**src/rtl/sim_run_sequencer.sv**
```systemverilog
// =============================================================================
// Module      : sim_run_sequencer
// Description : Clocked control for one processor simulation run. It loads the
//               program, runs the pipeline for a bounded number of cycles, then
//               walks the reg-file and data-memory read ports for dumps.
// Revision    : 1.0 - initial release
// =============================================================================
`default_nettype none

module sim_run_sequencer #(
    parameter int PROG_LEN   = 17,
    parameter int IDX_W      = 5,
    parameter int RUN_CYCLES = 50,
    parameter int REG_PAIRS  = 16,
    parameter int MEM_BYTES  = 64
) (
    input  logic             clk,
    input  logic             reset,
    input  logic             start,
    input  logic             halt,
    input  logic [31:0]      prog_word,
    output logic [IDX_W-1:0] load_idx,
    output logic [31:0]      instr_addr,
    output logic [31:0]      instr_in,
    output logic             instr_write,
    output logic             instr_read,
    output logic             pc_reset,
    output logic             pc_write,
    output logic             initializing,
    output logic             ending,
    output logic [4:0]       end_read_reg1,
    output logic [4:0]       end_read_reg2,
    output logic [31:0]      end_mem_addr,
    output logic             dump_valid,
    output logic             dump_sel,
    output logic [15:0]      cycle_no,
    output logic             busy,
    output logic             done
);

    typedef enum logic [2:0] {
        S_IDLE     = 3'd0,
        S_LOAD     = 3'd1,
        S_RUN      = 3'd2,
        S_DUMP_REG = 3'd3,
        S_DUMP_MEM = 3'd4,
        S_DONE     = 3'd5
    } state_t;

    localparam logic [IDX_W-1:0] C_LAST_IDX   = IDX_W'((PROG_LEN > 0) ? PROG_LEN - 1 : 0);
    localparam logic [15:0]      C_LAST_CYCLE = 16'(RUN_CYCLES - 1);
    localparam logic [4:0]       C_LAST_REG1  = 5'(2 * (REG_PAIRS - 1));
    localparam logic [31:0]      C_LAST_MEM   = 32'(MEM_BYTES - 1);
    localparam bit               C_SKIP_LOAD  = (PROG_LEN == 0);

    state_t           r_state;
    logic [IDX_W-1:0] r_loadIdx;
    logic             r_instrWrite;
    logic             r_instrRead;
    logic             r_pcReset;
    logic             r_pcWrite;
    logic             r_initializing;
    logic             r_ending;
    logic [4:0]       r_endReadReg1;
    logic [4:0]       r_endReadReg2;
    logic [31:0]      r_endMemAddr;
    logic             r_dumpValid;
    logic             r_dumpSel;
    logic [15:0]      r_cycleNo;
    logic             r_busy;
    logic             r_done;

    // Each transition programs the outputs of the state being entered.
    always_ff @(posedge clk or posedge reset) begin
        if (reset) begin
            r_state        <= S_IDLE;
            r_loadIdx      <= '0;
            r_instrWrite   <= 1'b0;
            r_instrRead    <= 1'b0;
            r_pcReset      <= 1'b1;
            r_pcWrite      <= 1'b0;
            r_initializing <= 1'b1;
            r_ending       <= 1'b0;
            r_endReadReg1  <= '0;
            r_endReadReg2  <= '0;
            r_endMemAddr   <= '0;
            r_dumpValid    <= 1'b0;
            r_dumpSel      <= 1'b0;
            r_cycleNo      <= '0;
            r_busy         <= 1'b0;
            r_done         <= 1'b0;
        end else begin
            case (r_state)
                S_IDLE, S_DONE: begin
                    if (start) begin
                        r_cycleNo <= '0;
                        r_loadIdx <= '0;
                        r_done    <= 1'b0;
                        r_ending  <= 1'b0;
                        r_busy    <= 1'b1;
                        if (C_SKIP_LOAD) begin
                            r_state        <= S_RUN;
                            r_pcReset      <= 1'b0;
                            r_initializing <= 1'b0;
                            r_pcWrite      <= 1'b1;
                            r_instrRead    <= 1'b1;
                        end else begin
                            r_state        <= S_LOAD;
                            r_instrWrite   <= 1'b1;
                            r_pcReset      <= 1'b1;
                            r_initializing <= 1'b1;
                        end
                    end
                end
                S_LOAD: begin
                    if (r_loadIdx == C_LAST_IDX) begin
                        r_state        <= S_RUN;
                        r_loadIdx      <= '0;
                        r_instrWrite   <= 1'b0;
                        r_pcReset      <= 1'b0;
                        r_initializing <= 1'b0;
                        r_pcWrite      <= 1'b1;
                        r_instrRead    <= 1'b1;
                    end else begin
                        r_loadIdx <= r_loadIdx + 1'b1;
                    end
                end
                S_RUN: begin
                    // cycle_no freezes on exit so the run length stays visible.
                    if (halt || (r_cycleNo == C_LAST_CYCLE)) begin
                        r_state       <= S_DUMP_REG;
                        r_pcWrite     <= 1'b0;
                        r_instrRead   <= 1'b0;
                        r_ending      <= 1'b1;
                        r_dumpValid   <= 1'b1;
                        r_dumpSel     <= 1'b0;
                        r_endReadReg1 <= 5'd0;
                        r_endReadReg2 <= 5'd1;
                    end else begin
                        r_cycleNo <= r_cycleNo + 16'd1;
                    end
                end
                S_DUMP_REG: begin
                    if (r_endReadReg1 == C_LAST_REG1) begin
                        r_state      <= S_DUMP_MEM;
                        r_dumpSel    <= 1'b1;
                        r_endMemAddr <= '0;
                    end else begin
                        r_endReadReg1 <= r_endReadReg1 + 5'd2;
                        r_endReadReg2 <= r_endReadReg2 + 5'd2;
                    end
                end
                S_DUMP_MEM: begin
                    if (r_endMemAddr == C_LAST_MEM) begin
                        r_state     <= S_DONE;
                        r_dumpValid <= 1'b0;
                        r_busy      <= 1'b0;
                        r_done      <= 1'b1;
                    end else begin
                        r_endMemAddr <= r_endMemAddr + 32'd1;
                    end
                end
                default: r_state <= S_IDLE;
            endcase
        end
    end

    assign load_idx      = r_loadIdx;
    assign instr_addr    = {{(30 - IDX_W){1'b0}}, r_loadIdx, 2'b00};
    assign instr_in      = prog_word;
    assign instr_write   = r_instrWrite;
    assign instr_read    = r_instrRead;
    assign pc_reset      = r_pcReset;
    assign pc_write      = r_pcWrite;
    assign initializing  = r_initializing;
    assign ending        = r_ending;
    assign end_read_reg1 = r_endReadReg1;
    assign end_read_reg2 = r_endReadReg2;
    assign end_mem_addr  = r_endMemAddr;
    assign dump_valid    = r_dumpValid;
    assign dump_sel      = r_dumpSel;
    assign cycle_no      = r_cycleNo;
    assign busy          = r_busy;
    assign done          = r_done;

endmodule

`default_nettype wire

```
**config.mk**
```make
export PLATFORM = sky130hd
export DESIGN_NAME = sim_run_sequencer
export DESIGN_NICKNAME = d
export VERILOG_FILES = /design/src/rtl/sim_run_sequencer.sv
export SDC_FILE = /design/constraint.sdc
export NUM_CORES = 1
export LEC_CHECK = 0
export ABC_AREA = 1
export CAP_MARGIN = 20
export CORE_ASPECT_RATIO = 0.8
export CORE_UTILIZATION = 42
export DETAILED_ROUTE_END_ITERATION = 7
export PLACE_DENSITY_LB_ADDON = 0.3
export SYNTH_ARGS = -nofsm -noshare
export SYNTH_HDL_FRONTEND = slang
export SYNTH_SLANG_ARGS = --single-unit
```
**constraint.sdc**
```tcl
create_clock -name clk -period 2.5 [get_ports clk]
set_input_delay 0.625 -clock clk [delete_from_list [all_inputs] [get_ports clk]]
set_output_delay 0.625 -clock clk [all_outputs]
set_load 0.01 [all_outputs]
```
Yosys cells after proc, flatten, opt, wreduce, memory -nomap -nowiden
Cells that the tools add are included. W data, S select, Z words.

Add/subtract/negate cells: 5. Eq/ne operators: 17. Mux-type cells: 37. Reduce and logical (&&, ||, !) cells: 21.

Operator list (count): $mux W32 (2); $pmux W32 S2 (1); $add A32 B1 Y32 const B (1); $eq A32 B6 Y1 const B (1); $mux W16 (2); $pmux W16 S2 (1); $mux W5 (6); $pmux W5 S2 (3); $reduce_and A3 Y1 (9); $add A16 B1 Y16 const B (1); $eq A16 B6 Y1 const B (1); $ne A2 B2 Y1 const B (8); $mux W3 (5); $pmux W3 S5 (1); $pmux W1 S2 (7); $reduce_bool A2 Y1 (7); $add A5 B2 Y5 const B (2); $eq A5 B5 Y1 const B (2); $mux W1 (9); $eq A3 B2 Y1 const B (2); $eq A3 B3 Y1 const B (2); $add A5 B1 Y5 const B (1); $reduce_and A5 Y1 (1); $eq A3 B1 Y1 const B (1); 4 further kinds (4).

Register bits: 74. Bits of input ports: 36. Output and inout port bits: 137. Word-level logic and storage cells: 94.

Depth between registers and ports, before layout
Depth after elaboration: 4. Gate-level depth with buffers: 12. Mapped depth without buffers: 11.

Worst setup path before layout
Ideal clock, no wire load.

Path kind: register to register. Start point: register r_endMemAddr[1] (netlist: end_mem_addr[1]). End point: register r_endMemAddr[2] (netlist: end_mem_addr[2]). Setup time: 0.066 ns. Arrival time: 1.624 ns. Data required time: 2.434 ns. Setup slack: 0.810 ns. Stages on the path, launching flop included: 11. Buffers on the path: 1. Period minus slack after synthesis: 1.690 ns. Cell sequence: dfrtp_1 ha_1 nand2_2 nor2_4 nand3_2 nor2_2 nand2_2 o21ai_4 buf_6 nand2_2 nand2_2.

Longest elaborated chain between the ends: 3. Elaborated cells between the ends (all ways): 6. Classes of those cells: add/sub (1); eq/ne (2); mux (2); reduce/logical (1).

RTL lines: start: declaration (line 66) `logic [31:0] r_endMemAddr;`; start signal: assignment (line 160) `r_endMemAddr <= r_endMemAddr + 32'd1;`; $add A32 B1 Y32 or $eq A32 B6 Y1 (tied branches) (line 160, 154); $mux W32 or $ne A2 B2 Y1 (tied branches); $pmux W32 S2 or $reduce_and A3 Y1 (tied branches).

Parallel ways exist; a longest one is shown, timed or not. The select of a mux whose other input is x is not followed. A chain may end at the register's enable or synchronous reset.

Worst setup path after layout
Start point: register r_endMemAddr[6] (netlist: end_mem_addr[6]). End point: output end_mem_addr[6].

RTL lines: end: declaration (line 33) `output logic [31:0] end_mem_addr,`.

No word-level cell between the ends.

==> implementation parameters <==
Parameter                              Value

Placement
  # port buffers ... 80
  Gpl congestion ... 0.953
  Final HPWL from detailed placement ... 9.92 mm
  Post-place instance area ... 5590 µm²
  Pre-CTS setup slack ... 402 ps
  # placed instances ... 900

Timing
  Period utilisation layout ... 83.1%
  Final setup vio count ... 0
  Hold slack final ... 484 ps
  Max Fclk ... 481 MHz
  Setup repair after global routing missed its margin ... false
  Accumulated negative setup slack ... 0 ps
  Remaining max-slew budget at the tightest pin ... 52.3%
  Minimum clock period ... 2080 ps
  Number of failing hold endpoints at the final stage ... 0
  Max-slew violation count ... 0
  Clk_skew ... 10.4 ps
  PnR worst setup slack ... 422 ps
  Slew at the pin closest to its max-slew limit ... 710 ps

Setup path
  Cells traversed along the worst timing path ... clkdlybuf4s50_1
  Largest fanout on the critical path ... 7
  Cell type group with the largest total delay on the critical path ... buffers and inverters
  Sort of element at the end of the critical path ... primary output
  Kind of start point of the critical path ... flop
  CP peak stage delay ... 600 ps
  Category of the most critical setup path ... flop to primary output
  Data arrival time of the worst path ... 1450 ps
  Buffers plus inverters on the worst setup path ... 1
  Worst EP required ... 1880 ps
  Critical-path top delay cell ... clkdlybuf4s50_1

Clocking
  Cts bufs inserted ... 9
  Later-pin clock latency in the skew report ... 340 ps
  CTS max path bufs ... 2
  Clock sinks ... 73
  Clock tree root buffer cell ... clkbuf_16
  CTS tree ... done
  CTS clock-pin slew for the worst setup and hold paths ... 60 ps
  # hold bufs at CTS ... 0
  Postcts setup bufs ... 0
  H-tree Lvls ... 3
  Cells resized by post-CTS repair ... 0

Die
  Boundary pin count ... 173
  Initial core utilization ... 43.3%
  Die ar. ... 12400 µm²
  Placeable core area ... 11600 µm²
  Die width ... 124 µm
  Die H ... 99.6 µm
  # rows ... 35

Power and ir drop
  Combinational share of power ... 34.7%
  Switching power total ... 1.61 mW
  Clock power frac ... 30.1%
  Sequential fraction of design power ... 35.3%
  Net switching share of the total power ... 36.4%
  Peak supply drop ... 0.429 mV
  Total leakage power ... 2.78 nW
  Int Pwr ... 2.81 mW
  Pwr/cell area ... 749 nW/µm²
  Tot Pwr ... 4.42 mW

Synth
  Area leader, netlist ... dfrtp_1
  Synthesized area per cell ... 6.98 µm²
  Netlist area before placement ... 5000 µm²
  Number of cells produced by synthesis ... 716
  Ranking of synthesized cells by area ... dfrtp_1 (36%), nand2_1 (17%), buf_4 (10%), nand3_1 (6.5%), inv_1 (5.5%)
  Number of synthesis warnings ... 0
  Post-synth cell types ... 33
  Sequential cell area fraction in the yosys report ... 36.6%
  Area share of the largest cell type after synthesis ... 36.0%
  Number of synthesized register bits ... 73

Worst hold path
  Min-delay worst type ... flop to flop

Layout
  Final cell utilization of the core ... 51.0%
  Final nets ... 806
  Count of antenna diodes in the layout ... 0
  Highest-count cells in the layout ignoring fill and taps ... nand2_1 (220), clkdlybuf4s50_1 (80), inv_1 (72), dfrtp_1 (72), nor2_1 (67)
  Area Growth Syn to Fin ... 17.9%
  Fin area ... 5900 µm²
  Number of standard cells in the layout, taps in and fillers out ... 916
  Most common cell after layout, fill and taps aside ... nand2_1
  Count of filler cells inserted in the layout ... 1124
  Share of post-route cells with drive strength above 1 ... 8.20%

Detailed routing
  Via count of the routed design ... 4562
  Final ANT Viol Nets ... 0
  Routed vias/inst ... 4.98
  DRT Pass-1 Iters ... 5
  Wire length reported by the detailed router ... 13.3 mm
  Wire per inst ... 14.5 µm
  Detailed router's first-iteration violation count ... 257
  Post-route DRC violation count ... 0

Global route
  Antenna violations before repair ... 0
  Global-route wire length before repair ... 22.2 mm
  GRT Total Usage ... 23.3%
  Maximum number of pins on one net before global-route repair ... 66
  Number of global-route vias before repair ... 4296
  Grt total ovfl ... 0

Run
  Max-Cap Viols ... 0

Outcome
  Outcome ... finished clean
worst paths after layout:
path / from / to / slack, ps / cells after the start
worst max-delay path: end_mem_addr[6] / end_mem_addr[6] / 420 / 1
worst min-delay path: end_read_reg2[0] / end_read_reg2[0] / 480 / 2
worst max register to register: end_mem_addr[0] / end_mem_addr[13] / 500 / 10
worst min register to register: end_read_reg2[0] / end_read_reg2[0] / 480 / 2
max in group asynchronous: reset / initializing / 1300 / 3
min in group asynchronous: reset / cycle_no[11] / 560 / 2
area by class of cell:
| type | instances | area, µm² | area share (%) |
|---|---|---|---|
| Timing Repair Buffer | 85 | 863 | 14.6 |
| Multi-Input combinational cell | 517 | 2420 | 41.1 |
| Sequential cell | 73 | 1830 | 31.0 |
| Clock inverter | 4 | 51.3 | 0.870 |
| Inverter | 77 | 289 | 4.90 |
| Tap cell | 148 | 185 | 3.14 |
| Clock buffer | 12 | 256 | 4.35 |
Yosys cell counts:
library cell  instances
and2_0                1
clkbuf_1              4
nor3_2                1
nand3_2               1
nand2_1             220
ha_1                  7
nand3_1              65
o21ai_4               1
xor2_1               14
o21ai_0              32
dfrtp_1              72
nor2_8                1
a22o_1                1
buf_4                67
buf_6                 3
xnor2_1               2
o21ai_1               1
nor2_1               67
buf_2                 2
and3_1                1
nor3_1               16
dfstp_2               1
nand4_1              13
conb_1                1
a21oi_1               8
or2_2                 3
nor2_4                2
inv_1                73
o211ai_1              2
nand2_2              24
inv_2                 4
nor2_2                4
o22ai_1               2
layer usage:
metal	routed length (µm)	GRT usage, %	vias to the layer above	share of wire (%)
met1	6420	33.8	2127	48
met5	0	0	-	0
met3	905	5.39	26	6.8
met2	5760	35.0	158	43
li1	-	-	2251	-
met4	191	5.49	0	1.4
logic make-up (layout without fill, tap and decap cells):
family	Yosys count	count (layout)	share of synthesized area, %
compound gates	47	47	5.15
xor+xnor	16	16	2.80
fa+ha+maj	7	7	1.75
buf+inv	153	178	17.0
flops	73	73	36.6
other cells	1	28	0.0750
simple gates	419	419	36.7
power groups by stage:
stage | clock [mW] | sequential, mW | combinational (mW)
after floorplan | 0 | 1.60 | 1.03
after global placement | 0 | 1.57 | 1.50
after detailed placement | 0 | 1.57 | 1.53
after CTS | 1.36 | 1.56 | 1.54
after global routing | 1.41 | 1.59 | 1.72
final | 1.33 | 1.56 | 1.53
sequential cells by signal, indices dropped and copies added, names as in the netlist:
name and count:
end_read_reg1 4, end_read_reg2 5, end_mem_addr 32, r_state 3
dump_sel 1, ending 1, load_idx 5, cycle_no 16
dump_valid 1, pc_write 1, busy 1, instr_write 1
done 1, initializing 1
(Power assumes the default switching activity.)
